### config.mk
export PLATFORM = sky130hd
export DESIGN_NAME = frame_commit_flat
export DESIGN_NICKNAME = d
export VERILOG_FILES = /design/src/rtl/frame_commit_if.sv /design/src/rtl/frame_commit.sv /design/src/flat_wrapper.sv
export SDC_FILE = /design/constraint.sdc
export NUM_CORES = 1
export LEC_CHECK = 0
export CORE_MARGIN = 3
export CORE_UTILIZATION = 29
export DETAILED_ROUTE_END_ITERATION = 8
export PLACE_DENSITY_LB_ADDON = 0.15
export RECOVER_POWER = 100
export SLEW_MARGIN = 10
export SYNTH_ARGS = -nofsm -noshare
export SYNTH_HDL_FRONTEND = slang
export SYNTH_SLANG_ARGS = --single-unit
### constraint.sdc
create_clock -name clk_i -period 4.9 [get_ports clk_i]
set_clock_uncertainty 0.15 [all_clocks]
set_input_delay 1.225 -clock clk_i [delete_from_list [all_inputs] [get_ports clk_i]]
set_output_delay 1.225 -clock clk_i [all_outputs]
set_load 0.02 [all_outputs]
### src/rtl/frame_commit_if.sv
// Memory-side bus of frame_commit: next-state RAM read and clear ports plus the VRAM write port.
// master = frame_commit, slave = the RAM/VRAM wrapper.
interface frame_commit_if #(
    parameter int unsigned ADDR_WIDTH = 19,
    parameter int unsigned DATA_WIDTH = 2
);
    logic [ADDR_WIDTH-1:0] ram_rd_address_o;
    logic [DATA_WIDTH-1:0] ram_rd_data_i;
    logic [ADDR_WIDTH-1:0] ram_wr_address_o;
    logic [DATA_WIDTH-1:0] ram_wr_data_o;
    logic                  ram_wr_en_o;
    logic [ADDR_WIDTH-1:0] vram_wr_address_o;
    logic [DATA_WIDTH-1:0] vram_wr_data_o;
    logic                  vram_wr_en_o;

    modport master (
        output ram_rd_address_o,
        input  ram_rd_data_i,
        output ram_wr_address_o,
        output ram_wr_data_o,
        output ram_wr_en_o,
        output vram_wr_address_o,
        output vram_wr_data_o,
        output vram_wr_en_o
    );

    modport slave (
        input  ram_rd_address_o,
        output ram_rd_data_i,
        input  ram_wr_address_o,
        input  ram_wr_data_o,
        input  ram_wr_en_o,
        input  vram_wr_address_o,
        input  vram_wr_data_o,
        input  vram_wr_en_o
    );
endinterface

### src/rtl/frame_commit.sv
// Copies the next-state RAM into VRAM one cell per cycle and counts occupied cells.
// Define FRAME_COMMIT_CLEAR_EN to also zero each RAM cell as it is copied.
module frame_commit #(
    parameter int unsigned ACTIVE_COLUMNS = 640,
    parameter int unsigned ACTIVE_ROWS    = 480,
    parameter int unsigned DATA_WIDTH     = 2,
    localparam int unsigned ADDR_WIDTH    = $clog2(ACTIVE_COLUMNS * ACTIVE_ROWS)
) (
    input  logic                  clk_i,
    input  logic                  reset_i,
    input  logic                  start_i,
    frame_commit_if.master        mem_if,
    output logic                  busy_o,
    output logic                  done_o,
    output logic [ADDR_WIDTH-1:0] pixel_count_o
);

    localparam int unsigned NUM_CELLS = ACTIVE_COLUMNS * ACTIVE_ROWS;
    localparam logic [ADDR_WIDTH-1:0] CELL_END  = ADDR_WIDTH'(NUM_CELLS);
    localparam logic [ADDR_WIDTH-1:0] LAST_CELL = ADDR_WIDTH'(NUM_CELLS - 1);

    typedef enum logic [1:0] {
        S_IDLE = 2'd0,
        S_READ = 2'd1,
        S_COPY = 2'd2,
        S_DONE = 2'd3
    } state_e;

    state_e                state_q, state_d;
    logic [ADDR_WIDTH-1:0] rd_ptr_q, rd_ptr_d;
    logic [ADDR_WIDTH-1:0] wr_ptr_q, wr_ptr_d;
    logic [ADDR_WIDTH-1:0] count_q, count_d;
    logic [ADDR_WIDTH-1:0] pixel_count_q, pixel_count_d;
    logic                  last_cell_c;
    logic                  cell_nz_c;

    assign last_cell_c   = (wr_ptr_q == LAST_CELL);
    assign cell_nz_c     = |mem_if.ram_rd_data_i;
    assign pixel_count_o = pixel_count_q;

    // State register
    always_ff @(posedge clk_i or negedge reset_i) begin
        if (!reset_i) begin
            state_q <= S_IDLE;
        end else begin
            state_q <= state_d;
        end
    end

    // Next-state logic
    always_comb begin
        state_d = state_q;
        case (state_q)
            S_IDLE:  if (start_i) state_d = S_READ;
            S_READ:  state_d = S_COPY;
            S_COPY:  if (last_cell_c) state_d = S_DONE;
            S_DONE:  state_d = S_IDLE;
            default: state_d = S_IDLE;
        endcase
    end

    // Outputs and datapath next values; every port idles at zero
    always_comb begin
        busy_o                   = 1'b1;
        done_o                   = 1'b0;
        mem_if.ram_rd_address_o  = '0;
        mem_if.ram_wr_address_o  = '0;
        mem_if.ram_wr_data_o     = '0;
        mem_if.ram_wr_en_o       = 1'b0;
        mem_if.vram_wr_address_o = '0;
        mem_if.vram_wr_data_o    = '0;
        mem_if.vram_wr_en_o      = 1'b0;
        rd_ptr_d                 = rd_ptr_q;
        wr_ptr_d                 = wr_ptr_q;
        count_d                  = count_q;
        pixel_count_d            = pixel_count_q;

        case (state_q)
            S_IDLE: begin
                busy_o   = 1'b0;
                rd_ptr_d = '0;
                wr_ptr_d = '0;
                count_d  = '0;
            end
            S_READ: begin
                mem_if.ram_rd_address_o = rd_ptr_q;
                rd_ptr_d                = ADDR_WIDTH'(1);
            end
            S_COPY: begin
                mem_if.vram_wr_address_o = wr_ptr_q;
                mem_if.vram_wr_data_o    = mem_if.ram_rd_data_i;
                mem_if.vram_wr_en_o      = 1'b1;
`ifdef FRAME_COMMIT_CLEAR_EN
                mem_if.ram_wr_address_o  = wr_ptr_q;
                mem_if.ram_wr_data_o     = '0;
                mem_if.ram_wr_en_o       = 1'b1;
`else
                mem_if.ram_wr_address_o  = '0;
                mem_if.ram_wr_data_o     = '0;
                mem_if.ram_wr_en_o       = 1'b0;
`endif
                // Read runs one cell ahead of the write and stops once every cell is fetched
                if (rd_ptr_q < CELL_END) begin
                    mem_if.ram_rd_address_o = rd_ptr_q;
                    rd_ptr_d                = rd_ptr_q + ADDR_WIDTH'(1);
                end
                count_d = count_q + ADDR_WIDTH'(cell_nz_c);
                if (last_cell_c) begin
                    pixel_count_d = count_d;
                end else begin
                    wr_ptr_d = wr_ptr_q + ADDR_WIDTH'(1);
                end
            end
            S_DONE: begin
                done_o = 1'b1;
            end
            default: begin
                busy_o = 1'b1;
            end
        endcase
    end

    // Datapath registers
    always_ff @(posedge clk_i or negedge reset_i) begin
        if (!reset_i) begin
            rd_ptr_q      <= '0;
            wr_ptr_q      <= '0;
            count_q       <= '0;
            pixel_count_q <= '0;
        end else begin
            rd_ptr_q      <= rd_ptr_d;
            wr_ptr_q      <= wr_ptr_d;
            count_q       <= count_d;
            pixel_count_q <= pixel_count_d;
        end
    end

endmodule
### src/flat_wrapper.sv
// flat-port wrapper written by rule: the top's interface ports become plain ports
module frame_commit_flat 
#(
    parameter int unsigned ACTIVE_COLUMNS = 640,
    parameter int unsigned ACTIVE_ROWS    = 480,
    parameter int unsigned DATA_WIDTH     = 2,
    localparam int unsigned ADDR_WIDTH    = $clog2(ACTIVE_COLUMNS * ACTIVE_ROWS)
)
  (clk_i, reset_i, start_i, busy_o, done_o, pixel_count_o, mem_if_ram_rd_address_o, mem_if_ram_rd_data_i, mem_if_ram_wr_address_o, mem_if_ram_wr_data_o, mem_if_ram_wr_en_o, mem_if_vram_wr_address_o, mem_if_vram_wr_data_o, mem_if_vram_wr_en_o);
  frame_commit_if #(.DATA_WIDTH(DATA_WIDTH)) mem_if_i ();
  input  logic clk_i;
  input  logic reset_i;
  input  logic start_i;
  output logic busy_o;
  output logic done_o;
  output logic [ADDR_WIDTH-1:0] pixel_count_o;
  output wire logic [$bits(mem_if_i.ram_rd_address_o)-1:0] mem_if_ram_rd_address_o;
  input wire logic [$bits(mem_if_i.ram_rd_data_i)-1:0] mem_if_ram_rd_data_i;
  output wire logic [$bits(mem_if_i.ram_wr_address_o)-1:0] mem_if_ram_wr_address_o;
  output wire logic [$bits(mem_if_i.ram_wr_data_o)-1:0] mem_if_ram_wr_data_o;
  output wire logic [$bits(mem_if_i.ram_wr_en_o)-1:0] mem_if_ram_wr_en_o;
  output wire logic [$bits(mem_if_i.vram_wr_address_o)-1:0] mem_if_vram_wr_address_o;
  output wire logic [$bits(mem_if_i.vram_wr_data_o)-1:0] mem_if_vram_wr_data_o;
  output wire logic [$bits(mem_if_i.vram_wr_en_o)-1:0] mem_if_vram_wr_en_o;
  assign mem_if_ram_rd_address_o = mem_if_i.ram_rd_address_o;
  assign mem_if_i.ram_rd_data_i = mem_if_ram_rd_data_i;
  assign mem_if_ram_wr_address_o = mem_if_i.ram_wr_address_o;
  assign mem_if_ram_wr_data_o = mem_if_i.ram_wr_data_o;
  assign mem_if_ram_wr_en_o = mem_if_i.ram_wr_en_o;
  assign mem_if_vram_wr_address_o = mem_if_i.vram_wr_address_o;
  assign mem_if_vram_wr_data_o = mem_if_i.vram_wr_data_o;
  assign mem_if_vram_wr_en_o = mem_if_i.vram_wr_en_o;
  frame_commit #(.ACTIVE_COLUMNS(ACTIVE_COLUMNS), .ACTIVE_ROWS(ACTIVE_ROWS), .DATA_WIDTH(DATA_WIDTH)) u_core (.clk_i(clk_i), .reset_i(reset_i), .start_i(start_i), .mem_if(mem_if_i), .busy_o(busy_o), .done_o(done_o), .pixel_count_o(pixel_count_o));
endmodule
### After elaboration in Yosys (flattened, before gate mapping)

Index checks and enable logic that the tools add are counted.

* bits in registers: 78
* logic and storage cells: 40
* bits of input ports: 5
* output and inout port bits: 84

* $add $sub $neg: 3
* reduce and logical (&&, ||, !) cells: 8
* equality and inequality tests: 8
* mux-type cells: 15
* $lt $le $gt $ge: 1

Operators with widths (count)
* one-hot mux 19 bit (2 select lines): 3
* 2-to-1 mux 19 bit: 4
* one-hot mux 19 bit (3 select lines): 1
* adder 19 x 1 -> 19 bit, second input constant: 2
* adder 19 x 1 -> 19 bit: 1
* == test 19 bit, second input constant: 1
* less-than comparator 19 bit, second input constant: 1
* one-hot mux 2 bit (4 select lines): 1
* AND reduction 2 bit: 4
* 2-to-1 mux 2 bit: 3
* == test 2 bit, second input constant: 2
* != test 2 x 1 -> 1 bit, second input constant: 2
* != test 2 bit, second input constant: 2
* 2-to-1 mux 1 bit: 3
* nonzero test 3 bit: 1
* == test 2 x 1 -> 1 bit, second input constant: 1
* zero test 2 bit: 1
* nonzero test 2 bit: 1
* OR reduction 2 bit: 1

### Depth between registers and ports, before layout

* depth after elaboration: 3
* depth in mapped cells: 9

### Worst setup path before layout

No wires, ideal clock.

* path kind: register to output
* start point: reg u_core.state_q[0]
* end point: out mem_if_vram_wr_data_o[1]
* arrival time: 1915 ps
* data required time: 3525 ps
* setup slack: 1610 ps
* path buffers: 3
* stages on the path, launching flop included: 7
* cell sequence: dfrtp_1 > inv_1 > ha_1 > clkbuf_1 > clkbuf_1 > clkbuf_1 > and2_1

* word-level cells in the longest chain between the ends: 2

RTL lines
* start: declaration: line frame_commit.sv:29 `state_e state_q, state_d;`
* start signal: assignment: line frame_commit.sv:46 `state_q <= state_d;`
* == test 2 bit: line frame_commit.sv:78 `case (state_q)`
* 2-to-1 mux 2 bit: line frame_commit.sv:78
* end: declaration: line flat_wrapper.sv:23 `output wire logic [$bits(mem_if_i.vram_wr_data_o)-1:0] mem_if_vram_wr_data_o;`

No other way between the ends.

### Worst setup path in the final report

* start point: in mem_if_ram_rd_data_i[1]
* end point: out mem_if_vram_wr_data_o[1]

* word-level cells in the longest chain between the ends: 1

RTL lines
* start: declaration: line flat_wrapper.sv:18 `input wire logic [$bits(mem_if_i.ram_rd_data_i)-1:0] mem_if_ram_rd_data_i;`
* 2-to-1 mux 2 bit: line frame_commit.sv:78

No other way between the ends.

==> impl_results.md <==
- Number of clock sinks: between 70 and 80
- WL/cell: roughly 14 um
- Yosys cell types: between 50 and 60
- Post-cts resize count: 0
- Post-CTS Repair Setup Buffers: 0
- Syn Area/Cell: around 8.7 sq um
- Clock Tree Root: clkbuf_16
- # fillers: 1564
- Startpoint types: primary input
- Via count: slightly below 4000
- Synthesized flop and latch total: between 70 and 80
- Setup_tns: 0 ps
- CP max stage cell: dlygate4sd3_1
- Critical Path RT: between 3000 and 4000 ps
- Cell Area, Synth: between 0.004 and 0.005 sq mm
- Clk pin slew, worst setup/hold paths: 50 ps
- Fraction of registers with async set/reset: 100%
- Sequential share of the synthesized area: a little over two fifths
- # Max-Cap Violations: 1
- Layout cells sized above 1: roughly 4.3%
- DRC violations left: 0
- Switch share: about 24%
- DRT iter0 DRCs: approximately 250
- Slew HR: -35.6%
- Boundary Pins: between 80 and 90
- Worst Tran Pin Value: roughly 2000 ps
- First-pass iteration count of the detailed router: 4
- Die ar.: between 0.015 and 0.02 sq mm
- Worst Path Max Fanout: 2
- DP HPWL: 7650 um
- Count of final setup violators: 0
- Status: finished with violations
- Failing checks: capacitance limit, slew limit
- Int Pwr: roughly 0.0011 W
- Total track usage: around an eighth
- Area of the core: around 0.015 sq mm
- Post-DRT Antenna Nets: 0
- Primary FF master, synth: dfrtp_1
- Crit share post-route: 81.6%
- RSZ-0062 raised after global routing: no
- GPL Wtd Cong: between 0.7 and 0.8
- Final worst slack: about 900 ps
- Die Y-Extent: around 130 um
- Final Max Slew Viols: between 70 and 80
- CTS buffer count: 9
- Cells after DPL: 783
- Layout Nets: a little under 600
- Yosys top cell area share: 42.5%
- Worst slack, placed: about 1000 ps
- Top-count cell post-synth: dfrtp_1
- Maximum vdd drop: between 0.00015 and 0.0002 V
- CTS tree: built
- Clock power frac: ~44%
- CP endpoint kind: output port
- Cells after Synth: between 500 and 600
- H-Tree Depth: 3
- Pwr Total: roughly 0.0015 W
- Max incr delay on CP: about 670 ps
- I/O Buffers: between 60 and 70
- First-pass GRT wire length: approximately 19000 um
- ANT cells: 0
- Non-filler cells, final: approximately 800
- Initial antenna violation count: 0
- Largest net degree at the start of global routing: around 80
- Grt total ovfl: 0
- Die width: 132 um
- Peak Freq: around 0.25 GHz
- EDFF count, synth: 0
- Flop pwr share: between 40% and 50%
- Synth Warn #: 0
- Largest area contributor in the netlist: dfrtp_1
- Largest cells by area after synthesis: dfrtp_1 (42%), o21ai_0 (6.1%), and2_1 (5.7%)
- Minimum clock period: around 4000 ps
- Clock buffer depth: 2
- WP data arrival: between 2000 and 3000 ps
- Top cells by count, synth: dfrtp_1 (78), nand2_1 (60), o21ai_0 (56)
- Vias in the first global route: between 3000 and 4000
- Final Hold Viols: 0
- Starting Density: approximately 30%
- Pwr/cell area: 267 mW/mm^2
- Hold WC Path Type: flop to flop
- Pleak: between 2 and 2.5 nW
- Final WL: approximately 11000 um
- Latest clock arrival within the worst-skew pair: between 300 and 400 ps
- Via density per instance: slightly below 5
- P_sw: about 0.00037 W
- CP cell instances: dlygate4sd3_1 -> and2_1 -> dlygate4sd3_1
- Synthesis-to-finish area growth: 21.9%
- Most frequent CP cell: dlygate4sd3_1
- Critical path type: primary input to output port
- Logic pwr share: about 8.8%
- Row cnt: 45
- CTS Hold Bufs: 0
## worst paths after layout
path	cells after the start	startpoint	end	slack, ps
max	3	mem_if_ram_rd_data_i[1]	mem_if_vram_wr_data_o[1]	900
min reg2reg	2	u_core.pixel_count_o[14]$_DFFE_PN0P_	u_core.pixel_count_o[14]$_DFFE_PN0P_	330
min	2	u_core.pixel_count_o[14]$_DFFE_PN0P_	u_core.pixel_count_o[14]$_DFFE_PN0P_	330
max in group asynchronous	1	reset_i	u_core.pixel_count_o[16]$_DFFE_PN0P_	2080
max reg2reg	9	u_core.state_q[0]$_DFFE_PN0P_	u_core.rd_ptr_q[9]$_DFFE_PN0P_	1940
min in group asynchronous	1	reset_i	u_core.rd_ptr_q[11]$_DFFE_PN0P_	1320
## power by group through the flow
stage | sequential [W] | combinational, W | clock (W)
global route | 0.000714 | 0.000153 | 0.000702
detailed placement | 0.000721 | 0.000134 | 0
floorplan | 0.000713 | 0.000109 | 0
CTS | 0.000708 | 0.000136 | 0.000680
finish | 0.000709 | 0.000131 | 0.000658
global placement | 0.000719 | 0.000133 | 0
## kinds of logic after synthesis
family | after synthesis | share of synthesized area [%]
AND/OR/NAND/NOR | 223 | 25.1
other | 1 | 0.0816
multiplexers | 9 | 2.26
AO/OA/AOI/OAI | 122 | 15.5
buffers and inverters | 62 | 7.08
XOR/XNOR | 28 | 5.34
adder cells (fa/ha/maj) | 8 | 2.18
flip-flops | 78 | 42.5
## area by class of cell
class	count	area [sq um]	share of cell area (%)
flip-flops and latches	78	1950	34.8
well taps	211	264	4.71
repair buffers	70	682	12.2
clock inverters	1	30.0	0.536
clock buffers	14	254	4.53
multi-input cells	412	2380	42.4
inverters	12	45.0	0.804
## stage by stage
step | utilization (%) | cell area (sq um) | hold slack (ps)
detailed placement | 34.8 | 5350 | 325
CTS | 36.6 | 5630 | 337
finish | 36.5 | 5600 | 327
global placement | 34.8 | 5350 | 320
global route | 36.5 | 5600 | 356
floorplan | - | 4670 | 303
## critical path: cells and delay by family
family | cells | cell delay (ps)
simple gates | 1 | 130
buf+inv | 2 | 1260
## routing by layer
| layer | track usage [%] | vias to the layer above | share of wire (%) |
|---|---|---|---|
| li1 | - | 1922 | - |
| met5 | 0 | - | 0 |
| met4 | 4.78 | 0 | 1.7 |
| met2 | 19.7 | 107 | 43 |
| met3 | 3.05 | 13 | 5.6 |
| met1 | 18.6 | 1815 | 49 |
## state kept, by name, indices dropped and copies added, names as in the netlist
name and flops:
u_core.count_q 19, u_core.pixel_count_o 19, u_core.rd_ptr_q 19, u_core.state_q 2, u_core.wr_ptr_q 19
## cells in the final DEF (no fill, tap or decap), types with 9 or more instances in the layout
| master | instances |
|---|---|
| nand2_1 | 60 |
| inv_1 | 12 |
| xor2_1 | 9 |
| and2_1 | 40 |
| xnor2_1 | 19 |
| a31oi_1 | 12 |
| nand3_1 | 24 |
| conb_1 | 22 |
| o21ai_0 | 57 |
| a21oi_1 | 19 |
| nor2_1 | 36 |
| nand4_1 | 9 |
| and3_1 | 9 |
| nor3_1 | 14 |
| clkbuf_16 | 9 |
| dlygate4sd3_1 | 61 |
| dfrtp_1 | 78 |
(Power assumes the default switching activity.)
